--- src/rtl/local_history_btb_predictor.sv ---
// Two-level local-history branch predictor with a direct-mapped BTB.
// Per-index BHRs select a 2-bit counter in that index's PHT row; outputs are registered.
module local_history_btb_predictor #(
  parameter int ADDR_WIDTH     = 32,
  parameter int HASH_WIDTH     = 4,
  parameter int HISTORY_LENGTH = 4
) (
  input  logic                  Sys_clk,
  input  logic                  Sys_rst,
  input  logic                  Sys_rdy,
  input  logic                  IFPD_predict_en,
  input  logic [ADDR_WIDTH-1:0] IFPD_pc,
  input  logic                  IFPD_feedback_en,
  input  logic [ADDR_WIDTH-1:0] IFPD_feedback_pc,
  input  logic                  IFPD_branch_result,
  input  logic [ADDR_WIDTH-1:0] IFPD_branch_target,
  output logic                  PDIF_predict_valid,
  output logic                  PDIF_predict_result,
  output logic [ADDR_WIDTH-1:0] PDIF_predict_target,
  output logic                  PDIF_btb_hit
);

  localparam int HASH_SIZE = 2 ** HASH_WIDTH;
  localparam int PHT_SIZE  = 2 ** HISTORY_LENGTH;
  localparam int TAG_WIDTH = ADDR_WIDTH - HASH_WIDTH - 2;

  // Handshake: a request is taken on any edge with IFPD_predict_en & Sys_rdy;
  // PDIF_predict_valid pulses high for exactly the following cycle, with no backpressure.

  logic [1:0]                pht        [HASH_SIZE][PHT_SIZE];
  logic [HISTORY_LENGTH-1:0] bhr        [HASH_SIZE];
  logic                      btb_valid  [HASH_SIZE];
  logic [TAG_WIDTH-1:0]      btb_tag    [HASH_SIZE];
  logic [ADDR_WIDTH-1:0]     btb_target [HASH_SIZE];

  logic [HASH_WIDTH-1:0]     pred_idx;
  logic [TAG_WIDTH-1:0]      pred_tag;
  logic [HISTORY_LENGTH-1:0] pred_hist;
  logic [1:0]                pred_ctr;
  logic                      pred_hit;

  logic [HASH_WIDTH-1:0]     fb_idx;
  logic [TAG_WIDTH-1:0]      fb_tag;
  logic [HISTORY_LENGTH-1:0] fb_hist;
  logic [1:0]                fb_ctr;
  logic [1:0]                fb_ctr_next;

  logic                      do_predict;
  logic                      do_feedback;
  logic                      unused_pc_bits;

  assign do_predict  = IFPD_predict_en & Sys_rdy;
  assign do_feedback = IFPD_feedback_en & Sys_rdy;

  assign pred_idx  = IFPD_pc[HASH_WIDTH+1:2];
  assign pred_tag  = IFPD_pc[ADDR_WIDTH-1:HASH_WIDTH+2];
  assign pred_hist = bhr[pred_idx];
  assign pred_ctr  = pht[pred_idx][pred_hist];
  assign pred_hit  = btb_valid[pred_idx] & (btb_tag[pred_idx] == pred_tag);

  assign fb_idx  = IFPD_feedback_pc[HASH_WIDTH+1:2];
  assign fb_tag  = IFPD_feedback_pc[ADDR_WIDTH-1:HASH_WIDTH+2];
  assign fb_hist = bhr[fb_idx];
  assign fb_ctr  = pht[fb_idx][fb_hist];

  assign unused_pc_bits = ^{IFPD_pc[1:0], IFPD_feedback_pc[1:0]};

  always_comb begin
    fb_ctr_next = fb_ctr;
    if (IFPD_branch_result) begin
      if (fb_ctr != 2'b11) fb_ctr_next = fb_ctr + 2'b01;
    end else begin
      if (fb_ctr != 2'b00) fb_ctr_next = fb_ctr - 2'b01;
    end
  end

  // Table state: all reads above see pre-update values, so a same-cycle
  // predict on the feedback index gets the old history and counter.
  always_ff @(posedge Sys_clk) begin
    if (Sys_rst) begin
      for (int e = 0; e < HASH_SIZE; e++) begin
        for (int k = 0; k < PHT_SIZE; k++) pht[e][k] <= 2'b01;
        bhr[e]        <= '0;
        btb_valid[e]  <= 1'b0;
        btb_tag[e]    <= '0;
        btb_target[e] <= '0;
      end
    end else if (do_feedback) begin
      pht[fb_idx][fb_hist] <= fb_ctr_next;
      bhr[fb_idx]          <= {fb_hist[HISTORY_LENGTH-2:0], IFPD_branch_result};
      if (IFPD_branch_result) begin
        btb_valid[fb_idx]  <= 1'b1;
        btb_tag[fb_idx]    <= fb_tag;
        btb_target[fb_idx] <= IFPD_branch_target;
      end
    end
  end

  // Outputs: result/target/hit hold their last values when no request is taken.
  always_ff @(posedge Sys_clk) begin
    if (Sys_rst) begin
      PDIF_predict_valid  <= 1'b0;
      PDIF_predict_result <= 1'b0;
      PDIF_predict_target <= '0;
      PDIF_btb_hit        <= 1'b0;
    end else if (do_predict) begin
      PDIF_predict_valid  <= 1'b1;
      PDIF_predict_result <= pred_ctr[1] & pred_hit;
      PDIF_predict_target <= pred_hit ? btb_target[pred_idx] : IFPD_pc + ADDR_WIDTH'(4);
      PDIF_btb_hit        <= pred_hit;
    end else begin
      PDIF_predict_valid  <= 1'b0;
    end
  end

endmodule
--- config.mk ---
export PLATFORM = sky130hd
export DESIGN_NAME = local_history_btb_predictor
export DESIGN_NICKNAME = d
export VERILOG_FILES = /design/src/rtl/local_history_btb_predictor.sv
export SDC_FILE = /design/constraint.sdc
export NUM_CORES = 2
export LEC_CHECK = 0
export CAP_MARGIN = 20
export CORE_UTILIZATION = 40
export CTS_CLUSTER_DIAMETER = 40
export DETAILED_ROUTE_END_ITERATION = 7
export MAX_ROUTING_LAYER = met4
export PLACE_DENSITY = 0.58
export SKIP_CTS_REPAIR_TIMING = 1
export SLEW_MARGIN = 10
export SYNTH_ARGS = -nofsm -noshare
export SYNTH_HDL_FRONTEND = slang
export SYNTH_SLANG_ARGS = --single-unit
--- constraint.sdc ---
create_clock -name Sys_clk -period 5.1 [get_ports Sys_clk]
set_input_delay 0.765 -clock Sys_clk [delete_from_list [all_inputs] [get_ports Sys_clk]]
set_output_delay 0.765 -clock Sys_clk [all_outputs]
set_load 0.005 [all_outputs]
Yosys cells after proc, flatten, opt, wreduce, memory -nomap -nowiden:

Memory sizes are Yosys's and may differ from the RTL's.
Cells that the tools add are included.

* register bits: 35
* memory bits (writable): 1520
* word-level logic and storage cells: 68
* memories: 5

* $add $sub $neg: 3
* order comparisons: 3
* eq/ne operators: 2
* mux-type cells: 38
* bitwise gates (word level): 6
* reductions and logical operators: 7

Memory list
* btb_target: words 16, bits a word 32, read ports 1, clocked after Yosys merged registers in 0, wr ports 16, RTL line 34 `logic [ADDR_WIDTH-1:0] btb_target [HASH_SIZE];`
* pht: words 16, bits a word 32, read ports 2, clocked after Yosys merged registers in 0, wr ports 16, RTL line 30 `logic [1:0] pht [HASH_SIZE][PHT_SIZE];`
* btb_tag: words 16, bits a word 26, read ports 1, clocked after Yosys merged registers in 0, wr ports 16, RTL line 33 `logic [TAG_WIDTH-1:0] btb_tag [HASH_SIZE];`
* bhr: words 16, bits a word 4, read ports 2, clocked after Yosys merged registers in 0, wr ports 16, RTL line 31 `logic [HISTORY_LENGTH-1:0] bhr [HASH_SIZE];`
* btb_valid: words 16, bits a word 1, read ports 1, clocked after Yosys merged registers in 0, wr ports 16, RTL line 32 `logic btb_valid [HASH_SIZE];`

Operators with widths (count)
* $mux 32: 5
* $reduce_or 32->1: 2
* $add 32x3->32 const B: 1
* $eq 26x26->1: 1
* $mux 26: 1
* $reduce_or 26->1: 1
* $mux 4: 6
* $bmux 2 s4: 2
* $mux 2: 8
* $mux 1: 15
* $ge 5x5->1 const B: 2
* $not 4->5: 2
* $demux 2 s4: 1
* $lt 5x1->1 const B: 1
* $and 1x1->1: 4
* $reduce_or 4->1: 1
* $add 2x1->2 const B: 1
* $ne 2x2->1 const B: 1
* $reduce_bool 2->1: 1
* $sub 2x1->2 const B: 1
* $logic_and 1x1->1: 1
* $reduce_or 1->1: 1

Longest topological paths before layout:

An unclocked memory read counts as a cell.

* depth after elaboration: 9
* gate-level depth with buffers: 16

Worst setup path after synthesis:

Ideal clock, no wire load.

* path kind: input-to-reg
* from: in IFPD_feedback_pc[5]
* to: mem btb_tag[11][0] (netlist bit) (enable)
* setup time: 391 ps
* arrival time: 3468 ps
* data required time: 4709 ps
* setup slack: 1242 ps
* stages on the path: 9
* cell sequence: clkbuf_1 > nor2b_1 > clkbuf_1 > clkbuf_1 > buf_2 > nand3_1 > nor2_1 > clkbuf_1 > or2_2

RTL lines
* start, declared: RTL line 14 `input logic [ADDR_WIDTH-1:0] IFPD_feedback_pc,`
* end, declared: RTL line 33

==> reports/results.tsv <==
metric	value	unit
outcome	complete, no violations	
Setup crit end	pht[13][12]	
Fin Clk Skew	0.101	ns
commonest cells after routing, fill and taps aside	1504 x edfxtp_1, 937 x and2_1, 505 x mux4_2, 271 x nand3_1, 246 x nor3_2	
FF-to-FF path depth	12	
Vias/cell	5.89	
row count	160	
Finished Layout Cells	7854	
clk buf depth	3	
CP Capture Type	flip-flop	
clk slew on worst S/H paths	0.06	ns
Total Negative Setup Slacks	0	ns
Peak supply drop	0.311	mV
Crit Path Max Fanout	33	
Yosys warning total	0	
Cell Area, Synth	0.0764	sq mm
drt drc	0	
Num Clock Sinks	1555	
pins over their slew limit	0	
GPL Wtd Cong	0.843	
FILL cells	16200	
Synth cell types	49	
RSZ-0062 raised after global routing	no	
initial antenna violation count	23	
minimum clock period	3.96	ns
Buf+Inv Stages, Crit Path	3	
Seq. cell area	0.0462	sq mm
Most common cell on crit path	a21oi_1	
drt total wl	236000	microns
Die ar.	0.193	sq mm
synthesized instance count	5069	
TritonCTS buffer count	234	
post-DP HPWL	132000	microns
layout cell share with drive strength beyond 1	27.9	%
Worst Path Arrival	4.54	ns
critical path launch point type	flip-flop	
final setup fails	0	
ANT nets after route	0	
gr ovfl total	0	
Worst path slowest cell	a221oi_4	
Worst-Skew Late Latency	0.87	ns
Yosys reg bits	1555	
reg2reg end	pht[13][12]	
Wirelength per Cell	30.0	microns
FFs w/ async S/R, synth	0	%
Via Count	46300	
depth of the CTS H-tree	4	
sequential fraction of the synthesis area	60.5	%
placed cell count	7399	
delay of the slowest cell on the worst path	0.52	ns
CP Depth	12	
Util after Layout	47.2	%
I/O Buffers	134	
Final nets	5228	
worst hold path class	in -> reg	
Critical Path RT	5.68	ns
power per cell area	390	mW/mm^2
gr usage total	25.1	%
root buffer selected by CTS	clkbuf_16	
largest net degree at the start of global routing	86	
commonest non-fill, non-tap cell in the layout	edfxtp_1	
worst slew pin tran	1.19	ns
Leakage	29.3	nW
first drt pass iteration count	5	
Synth Net Count	5172	
synthesized area per cell	15.1	sq um
vias in the first global route	46500	
WS Path Type	reg -> reg	
Worst Setup SP	bhr[8][1]	
R2R Path Start	bhr[8][1]	
starting density of the core	40.2	%
Layout area overhead	17.4	%
initial DRC count	4662	
Rel. slew slack	20.9	%
ys flop type	edfxtp_1	
critical path, cell by cell	mux4_2 -> a22o_1 -> a221oi_4 -> buf_4 -> a21oi_1 -> a21oi_1 -> a211oi_1 -> a21oi_1 -> o32a_2 -> buf_12 -> buf_12 -> nand3_1	
CP delay by family, top	compound AO/OA/AOI/OAI gates	
die width	439	microns
IO Pins	137	
Hold Violations, Final	0	
Die Y	439	microns
Post-synth EDFFs	1504	
Multi-input gate area	0.0279	sq mm
Design Power	34.9	mW
crit share post-route	77.7	%
CTS tree	done	
max frequency	252	MHz
max-cap violation count	0	
area of the core	0.190	sq mm
first-pass GRT wire length	338000	microns
reg2reg setup slack	1.14	ns
[metal layers]
metal	vias to the layer above	routed length [microns]	GRT usage (%)
met5	-	0	-
met4	0	7270	7.88
met3	409	17700	3.99
met2	1983	117000	40.6
met1	24400	94000	32.5
li1	19500	-	-
[worst min path at each step]
stage                               to  cells past startpoint                    start
2_1_floorplan             btb_valid[9]                      2             btb_valid[9]
3_3_place_gp   PDIF_predict_target[20]                      2  PDIF_predict_target[20]
3_5_place_dp    PDIF_predict_target[2]                      2   PDIF_predict_target[2]
4_1_cts                   PDIF_btb_hit                      2                  Sys_rst
5_1_grt                   PDIF_btb_hit                      2                  Sys_rst
6_report                  PDIF_btb_hit                      2                  Sys_rst
[synthesized netlist by cell type, drive strengths merged (2+ instances only)]
| master | n | area, sq um |
|---|---|---|
| a211oi | 9 | 72.6 |
| a21o | 144 | 1080 |
| a21oi | 19 | 95.1 |
| a221o | 2 | 20.0 |
| a221oi | 18 | 175 |
| a22o | 17 | 149 |
| a22oi | 33 | 248 |
| a31oi | 7 | 50.1 |
| and2 | 938 | 5870 |
| and3 | 9 | 56.3 |
| and4 | 6 | 52.6 |
| buf | 199 | 1220 |
| clkbuf | 354 | 1330 |
| dfxtp | 51 | 1020 |
| edfxtp | 1504 | 45200 |
| inv | 23 | 86.3 |
| mux2 | 5 | 56.3 |
| mux2i | 117 | 1170 |
| mux4 | 505 | 11400 |
| nand2 | 141 | 529 |
| nand2b | 26 | 163 |
| nand3 | 275 | 1380 |
| nand4 | 9 | 56.3 |
| nor2 | 106 | 403 |
| nor2b | 11 | 68.8 |
| nor3 | 267 | 2540 |
| nor4 | 4 | 25.0 |
| o211ai | 9 | 67.6 |
| o21ai | 39 | 195 |
| o21bai | 112 | 841 |
| o22ai | 30 | 188 |
| o32a | 2 | 20.0 |
| or2 | 21 | 131 |
| xnor2 | 37 | 324 |
| xor2 | 16 | 140 |
[final cells by class]
type,instances,share of cell area [%]
antenna,11,0.0307
clock buffer,265,6.73
clock inverter,178,2.54
inverter,24,0.106
multi-input combinational,2937,31.2
sequential,1555,51.5
tap,2511,3.50
timing repair buffer,373,4.40
[cells by family after synthesis]
kind of cell	count (synthesis)	synth area share, %
muxes	627	16.5
xor gates and xnor gates	53	0.608
and+or+nand+nor	1814	14.8
adders and majority gates	1	0.0164
AOI/OAI and AO/OA	442	4.20
buffers and inverters	577	3.46
DFF	1555	60.5
[through the flow]
stage	area, sq um	hold slack (ns)	worst slack (ns)
floorplan	76400	0.437	1.24
global placement	81300	0.443	0.325
detailed placement	81300	0.446	0.305
CTS	89600	0.133	1.21
global route	89600	0.170	0.969
finish	89600	0.190	1.14
[where the power goes]
part | total, mW | switching, mW | internal (mW)
clock | 16.8 | 6.44 | 10.4
combinational | 3.49 | 2.22 | 1.26
sequential | 14.6 | 0.155 | 14.5
[flip-flops by register name (all words and copies together), names as in the netlist]
name / cells
btb_target: 512
pht: 512
btb_tag: 416
bhr: 64
PDIF_predict_target: 32
btb_valid: 16
PDIF_btb_hit: 1
PDIF_predict_result: 1
PDIF_predict_valid: 1
Note: power is estimated with default switching activity, not from simulation.
